===== src/rtl/axi_rresp_router.sv =====
// AXI R-channel return router: round-robin among three slave R channels with burst lock
// until RLAST, master decoded from the extended ID's upper field, that field stripped on delivery.
module axi_rresp_router #(
  parameter int ID_BITS   = 4,
  parameter int IDS_BITS  = 8,
  parameter int DATA_BITS = 32
) (
  input  logic                 clk,
  input  logic                 rst,
  input  logic [IDS_BITS-1:0]  id_s0_i,
  input  logic [IDS_BITS-1:0]  id_s1_i,
  input  logic [IDS_BITS-1:0]  id_s2_i,
  input  logic [DATA_BITS-1:0] data_s0_i,
  input  logic [DATA_BITS-1:0] data_s1_i,
  input  logic [DATA_BITS-1:0] data_s2_i,
  input  logic [1:0]           resp_s0_i,
  input  logic [1:0]           resp_s1_i,
  input  logic [1:0]           resp_s2_i,
  input  logic                 last_s0_i,
  input  logic                 last_s1_i,
  input  logic                 last_s2_i,
  input  logic                 valid_s0_i,
  input  logic                 valid_s1_i,
  input  logic                 valid_s2_i,
  output logic                 ready_s0_o,
  output logic                 ready_s1_o,
  output logic                 ready_s2_o,
  output logic [ID_BITS-1:0]   id_m0_o,
  output logic [ID_BITS-1:0]   id_m1_o,
  output logic [ID_BITS-1:0]   id_m2_o,
  output logic [DATA_BITS-1:0] data_m0_o,
  output logic [DATA_BITS-1:0] data_m1_o,
  output logic [DATA_BITS-1:0] data_m2_o,
  output logic [1:0]           resp_m0_o,
  output logic [1:0]           resp_m1_o,
  output logic [1:0]           resp_m2_o,
  output logic                 last_m0_o,
  output logic                 last_m1_o,
  output logic                 last_m2_o,
  output logic                 valid_m0_o,
  output logic                 valid_m1_o,
  output logic                 valid_m2_o,
  input  logic                 ready_m0_i,
  input  logic                 ready_m1_i,
  input  logic                 ready_m2_i,
  output logic                 drop_o
);
  localparam int MF_BITS = IDS_BITS - ID_BITS;

  typedef enum logic {ST_IDLE, ST_LOCK} state_t;

  state_t r_state;
  logic [1:0] r_sel;
  logic [1:0] r_rr;
  logic       r_drop;

  logic [2:0]           w_vld;
  logic [1:0]           w_c1, w_c2;
  logic [1:0]           w_grant;
  logic                 w_any;
  logic                 w_act;
  logic [1:0]           w_cur;
  logic [IDS_BITS-1:0]  w_id;
  logic [DATA_BITS-1:0] w_data;
  logic [1:0]           w_resp;
  logic                 w_last;
  logic                 w_valid;
  logic [MF_BITS-1:0]   w_mf;
  logic [1:0]           w_dm;
  logic                 w_sink;
  logic                 w_rdy_m;
  logic                 w_rdy;
  logic                 w_hs;
  logic                 w_en;
  logic [2:0]           w_msel;

  function automatic logic [1:0] inc3(input logic [1:0] v);
    return (v == 2'd2) ? 2'd0 : v + 2'd1;
  endfunction

  assign w_vld = {valid_s2_i, valid_s1_i, valid_s0_i};
  assign w_c1  = inc3(r_rr);
  assign w_c2  = inc3(w_c1);

  // Round-robin search starting at r_rr; only consulted while IDLE.
  always_comb begin
    w_grant = r_rr;
    w_any   = 1'b1;
    if (w_vld[r_rr])      w_grant = r_rr;
    else if (w_vld[w_c1]) w_grant = w_c1;
    else if (w_vld[w_c2]) w_grant = w_c2;
    else                  w_any   = 1'b0;
  end

  assign w_act = (r_state == ST_LOCK) | w_any;
  assign w_cur = (r_state == ST_LOCK) ? r_sel : w_grant;

  always_comb begin
    case (w_cur)
      2'd0:    begin w_id = id_s0_i; w_data = data_s0_i; w_resp = resp_s0_i; w_last = last_s0_i; w_valid = valid_s0_i; end
      2'd1:    begin w_id = id_s1_i; w_data = data_s1_i; w_resp = resp_s1_i; w_last = last_s1_i; w_valid = valid_s1_i; end
      default: begin w_id = id_s2_i; w_data = data_s2_i; w_resp = resp_s2_i; w_last = last_s2_i; w_valid = valid_s2_i; end
    endcase
  end

  assign w_mf   = w_id[IDS_BITS-1:ID_BITS];
  assign w_dm   = w_mf[1:0];
  assign w_sink = (w_mf > MF_BITS'(2));

  always_comb begin
    case (w_dm)
      2'd0:    w_rdy_m = ready_m0_i;
      2'd1:    w_rdy_m = ready_m1_i;
      default: w_rdy_m = ready_m2_i;
    endcase
  end

  // Undecodable beats are accepted and discarded so the slave never stalls.
  assign w_rdy = w_sink | w_rdy_m;
  assign w_hs  = w_act & w_valid & w_rdy;
  assign w_en  = w_act & rst;

  assign ready_s0_o = w_en & (w_cur == 2'd0) & w_rdy;
  assign ready_s1_o = w_en & (w_cur == 2'd1) & w_rdy;
  assign ready_s2_o = w_en & (w_cur == 2'd2) & w_rdy;

  assign w_msel[0] = w_en & ~w_sink & (w_dm == 2'd0);
  assign w_msel[1] = w_en & ~w_sink & (w_dm == 2'd1);
  assign w_msel[2] = w_en & ~w_sink & (w_dm == 2'd2);

  assign valid_m0_o = w_msel[0] & w_valid;
  assign valid_m1_o = w_msel[1] & w_valid;
  assign valid_m2_o = w_msel[2] & w_valid;
  assign id_m0_o    = w_msel[0] ? w_id[ID_BITS-1:0] : '0;
  assign id_m1_o    = w_msel[1] ? w_id[ID_BITS-1:0] : '0;
  assign id_m2_o    = w_msel[2] ? w_id[ID_BITS-1:0] : '0;
  assign data_m0_o  = w_msel[0] ? w_data : '0;
  assign data_m1_o  = w_msel[1] ? w_data : '0;
  assign data_m2_o  = w_msel[2] ? w_data : '0;
  assign resp_m0_o  = w_msel[0] ? w_resp : 2'b00;
  assign resp_m1_o  = w_msel[1] ? w_resp : 2'b00;
  assign resp_m2_o  = w_msel[2] ? w_resp : 2'b00;
  assign last_m0_o  = w_msel[0] & w_last;
  assign last_m1_o  = w_msel[1] & w_last;
  assign last_m2_o  = w_msel[2] & w_last;
  assign drop_o     = r_drop;

  // A presented beat that does not complete the burst locks the slave, even if unaccepted.
  always_ff @(posedge clk or negedge rst) begin
    if (!rst) begin
      r_state <= ST_IDLE;
      r_sel   <= 2'd0;
      r_rr    <= 2'd0;
      r_drop  <= 1'b0;
    end else begin
      r_drop <= w_act & w_valid & w_sink;
      if (w_act) begin
        if (w_hs & w_last) begin
          r_state <= ST_IDLE;
          r_rr    <= inc3(w_cur);
        end else begin
          r_state <= ST_LOCK;
          r_sel   <= w_cur;
        end
      end
    end
  end
endmodule


===== config.mk =====
export PLATFORM = sky130hd
export DESIGN_NAME = axi_rresp_router
export DESIGN_NICKNAME = d
export VERILOG_FILES = /design/src/rtl/axi_rresp_router.sv
export SDC_FILE = /design/constraint.sdc
export NUM_CORES = 1
export LEC_CHECK = 0
export ABC_CLOCK_PERIOD_IN_PS = 3500
export CORE_MARGIN = 10
export CORE_UTILIZATION = 26
export DETAILED_ROUTE_END_ITERATION = 10
export GPL_ROUTABILITY_DRIVEN = 0
export PLACE_DENSITY_LB_ADDON = 0.2
export SYNTH_ARGS = -nofsm -noshare
export SYNTH_HDL_FRONTEND = slang
export SYNTH_SLANG_ARGS = --single-unit
export TNS_END_PERCENT = 30

===== constraint.sdc =====
create_clock -name clk -period 3.5 [get_ports clk]
set_input_delay 0.7 -clock clk [delete_from_list [all_inputs] [get_ports clk]]
set_output_delay 0.7 -clock clk [all_outputs]
set_load 0.02 [all_outputs]

Word level (Yosys, flattened, before mapping)
Cells that the tools add are included.

Bits of input ports: 137. Word-level logic and storage cells: 78. Output and inout bits: 124. Register bits: 6.

Add/subtract/negate cells: 3. Equality and inequality tests: 6. Bitwise logic cells: 25. Mux-type cells: 32. Order comparisons: 4. Reductions and logical operators: 4.

Operators with widths (number): $mux 32 (3); $pmux 32 s2 (1); $and 1x1->1 (21); $mux 2 (10); $pmux 8 s2 (1); $mux 4 (3); $lt 2x3->1 const B (3); $eq 2x2->1 const B (4); $mux 1 (7); $add 2x1->2 const B (3); $bmux 1 s2 (3); $pmux 1 s2 (3); $eq 2x1->1 const B (2); $gt 4x2->1 const B (1); $logic_not 2->1 (2); $pmux 2 s2 (1); $reduce_and 2->1 (2); $not 1->1 (2); $or 1x1->1 (2).

Longest topological paths before layout
Depth after elaboration: 19. Gate-level depth with buffers: 11. Depth with buffers taken out: 8.

Worst setup path after synthesis
No wires, ideal clock.

Path type: input port to output port. Start: input port valid_s0_i. End: output port data_m1_o[0]. Data arrival time: 2.664 ns. Stages on the path: 10. Data required time: 2.800 ns. Setup slack: 0.136 ns. Path buffers: 2. Cells stage by stage: inv_1 -> o221a_2 -> a221o_1 -> a211oi_4 -> or2_1 -> nand2_1 -> or3_1 -> buf_2 -> buf_6 -> nor2_1.

Cells in the longest elaborated chain, start to end: 13. Elaborated cells on any way between the ends: 25. Those cells by class: order compare: 1; eq/ne: 2; mux: 16; bitwise: 5; reduce/logical: 1.

Ends and longest elaborated chain: from (decl) (line 22) `input logic valid_s0_i,`; $bmux 1 s2 (line 91) `else if (w_vld[w_c2]) w_grant = w_c2;`; $mux 1 (implied by the code) (line 91); $mux 2 (line 91); $mux 2 (line 90) `else if (w_vld[w_c1]) w_grant = w_c1;`; $mux 2 (line 89) `if (w_vld[r_rr]) w_grant = r_rr;`; $mux 2 (line 96) `assign w_cur = (r_state == ST_LOCK) ? r_sel : w_grant;`; $eq 2x1->1 or $logic_not 2->1 (tied branches) (line 99) `case (w_cur)`; $pmux 8 s2 (line 99); $gt 4x2->1 (line 108) `assign w_sink = (w_mf > MF_BITS'(2));`; $not 1->1 (line 128) `assign w_msel[1] = w_en & ~w_sink & (w_dm == 2'd1);`; $and 1x1->1 (2 in series) (line 128); $mux 32 (*) (line 138) `assign data_m1_o = w_msel[1] ? w_data : '0;`; to (decl) (line 32) `output logic [DATA_BITS-1:0] data_m1_o,`.

Every way passes the cells marked *; elsewhere a longest branch is shown, timed or not. The select of a mux whose other input is x is not followed.

Final worst setup path
Start: input port valid_s2_i. End: output port data_m1_o[9].

Cells in the longest elaborated chain, start to end: 13. Elaborated cells on any way between the ends: 25. Those cells by class: order compare: 1; eq/ne: 2; mux: 16; bitwise: 5; reduce/logical: 1.

Ends and longest elaborated chain: from (decl) (line 24) `input logic valid_s2_i,`; $bmux 1 s2 (line 91); $mux 1 (implied by the code) (line 91); $mux 2 (line 91); $mux 2 (line 90); $mux 2 (line 89); $mux 2 (line 96); $eq 2x1->1 or $logic_not 2->1 (tied branches) (line 99); $pmux 8 s2 (line 99); $gt 4x2->1 (line 108); $not 1->1 (line 128); $and 1x1->1 (2 in series) (line 128); $mux 32 (*) (line 138).

Marked as above.

==> results.toml <==
[status]
status = "finished with violations"
violations = "setup timing"

[sta]
hold_viol_final = 0
maxSlewHeadroom = 0.5991
rsz0062_at_grt = "true"
post-route-period-util = 1.016
fmax_mhz = 281.3
slew_viol_final = 0
tightest_slew_ns = 0.5951
setup_viol = 24
timing.final.ws_setup_ns = -0.05431
finalCriticalPeriod_ns = 3.554
finClkSkew_ns = 0.001587

[logic_synthesis]
syn_area_um2 = 1999
syn_inst = 349
synthArstFlopShare = 1.000
ys_warn_count = 0
synthesis.nets = 486
synthTopCellsByArea = "nor2_1, mux2i_1, a21oi_1, dfrtp_1, clkbuf_1"
synth_top_cell_area_share = 0.3229
synth-main-ff-cell = "dfrtp_1"
synth_common_cells = "nor2_1, a21oi_1, mux2i_1, clkbuf_1, nand2_1"
synth_edf_count = 0
synth_top_area_cell = "nor2_1"
avgSynthCellArea_um2 = 5.729
yosysSeqAreaShare = 0.07509
synthMostInstantiatedCell = "nor2_1"
post_synth_num_cell_types = 40
synth_seq_cells = 6

[setup_path]
crit_start = "valid_s2_i"
required_ns = 2.80
cpMostUsedCell = "buf_6"
crit_path_start_kind = "input port"
crit_slowest_cell = "or3_4"
rrSetupSlack_ns = 0.51
critPathCaptureType = "output pin"
worst_path_largest_cell_delay_ns = 0.45
r2r_start = "r_rr[1]"
worstPathMaxFanout = 7
crit_chain = "buf_12 > o221a_4 > a221o_2 > buf_6 > buf_6 > o21a_4 > or3_4 > clkbuf_16 > nor2_4 > buf_6"
cp_data_arrival_time_ns = 2.85
crit_type = "in -> out"

[routing]
via_per_inst = 5.050
vias = 3752
drt_iter0_markers = 116
ant_nets = 0
drc = 0
dr.pass1.iters = 4
routed_wl_um = 15210
wl_per_cell_um = 20.48

[clock_network]
tritoncts = "yes"
cts_hold_buf = 0
path_clk_slew_ns = 0.04
cts_sinks = 6
cts_max_level = 1
clockBufferDepth = 2
ctsRootBufferMaster = "clkbuf_8"
numCtsBuffers = 3
clock_latency_ns = 0.22

[die]
die_w_um = 107.7
die_y_um = 107.7
die_area_um2 = 11600
row_count = 31
start_util = 0.2713
pin_count = 261
core-area_um2 = 7370

[finish]
syn_to_final_growth_pct = 166.5
diodes = 0
nets = 783
final_core_utilization = 0.7231
drive_above_1_share = 0.4146

[job]
drv_cap = 0

[worst_hold_path]
hp-start = "r_sel[0]"
hp-class = "reg -> reg"

[global_routing]
antenna_found_initial = 0
grt_pass1_wl_um = 21000
grt_pass1_vias = 3817
grt_usage = 0.2254
grt_overflow_total = 0
grt_max_degree = 31

[placed_design]
io_buffers = 260
dpl.hpwl_um = 11690

[pwr]
power.density_nw_per_um2 = 667.6
power.total_mw = 3.557
ir_drop_mv = 0.2937
p_leak_nw = 2.474
==> critical path: cells and delay by family <==
kind	cells	cell delay, ns
compound gates	3	0.86
simple gates	2	0.57
buf+inv	5	0.70
==> worst paths after layout <==
kind	endpoint	depth (start not counted)
worst max-delay path	data_m1_o[9]	10
worst min-delay path	r_sel[0]	2
worst max register to register	r_rr[0]	11
worst min register to register	r_sel[0]	2
max in group asynchronous	r_rr[1]	2
min in group asynchronous	r_rr[1]	2
==> cell usage in the layout, fill, tap and decap left out, types with 6 or more instances in the layout <==
| master | Yosys | routed |
|---|---|---|
| buf_6 | 4 | 41 |
| nor2_1 | 172 | 131 |
| mux2i_1 | 40 | 39 |
| a21oi_1 | 43 | 33 |
| buf_2 | 6 | 79 |
| buf_12 | 0 | 6 |
| buf_4 | 0 | 51 |
| a21oi_2 | 0 | 9 |
| clkdlybuf4s50_1 | 0 | 134 |
| nor2_4 | 0 | 36 |
==> flip-flops by register name, summed over array words and instances (netlist names) <==
register and cells:
r_sel 2, r_state 1, drop_o 1, r_rr 2
==> where the power goes <==
part	internal, mW	leakage (nW)	total, mW	switching [mW]
registers	0.107	0.0703	0.153	0.0461
clock network	0.0741	0.0216	0.106	0.0324
logic	1.42	2.38	3.30	1.87
==> metal layers <==
| metal | wire [um] | global-route usage | vias to the layer above |
|---|---|---|---|
| li1 | - | - | 1774 |
| met1 | 5234 | 0.2232 | 1719 |
| met2 | 7998 | 0.4302 | 220 |
| met3 | 1504 | 0.07485 | 39 |
| met4 | 477 | 0.06870 | 0 |
| met5 | 0 | 0 | - |
==> stage by stage <==
step                      worst slack [ns]  area (um^2)  TNS (ns)  hold slack [ns]  cells
after floorplan                     0.1365         1999         0           0.4044    349
after global placement             -0.7912         4936    -88.79           0.5191    722
after detailed placement           -0.8531         4936    -96.20           0.5324    722
after CTS                         -0.04712         4722    -1.420           0.5400    735
after global routing               -0.1485         5329    -7.041           0.5973    743
final                             -0.05431         5329   -0.9206           0.5545    743
==> cell families (layout without fill, tap and decap cells) <==
group | after synthesis | after routing | share of synthesized area
buffers and inverters | 32 | 327 | 0.07884
AO/OA/AOI/OAI | 74 | 74 | 0.2472
flip-flops | 6 | 6 | 0.07509
multiplexers | 43 | 43 | 0.2171
AND/OR/NAND/NOR | 194 | 194 | 0.3817
==> repair_timing <==
item | in CTS | in global routing
setup endpoints to repair | 123 | 123
hold endpoints to repair | 0 | 0
gates cloned | 1 | 4
setup buffers | 9 | 4
gates resized for setup | 579 | 129
pin swaps | 8 | 33
==> final cells by class <==
| type | count | area (um^2) |
|---|---|---|
| clock buffer | 3 | 41.29 |
| fill | 588 | 2041 |
| inverter | 4 | 15.01 |
| multi-input combinational | 311 | 2125 |
| sequential | 6 | 151.4 |
| tap | 99 | 123.9 |
| timing repair buffer | 320 | 2873 |
(Power assumes the default switching activity.)
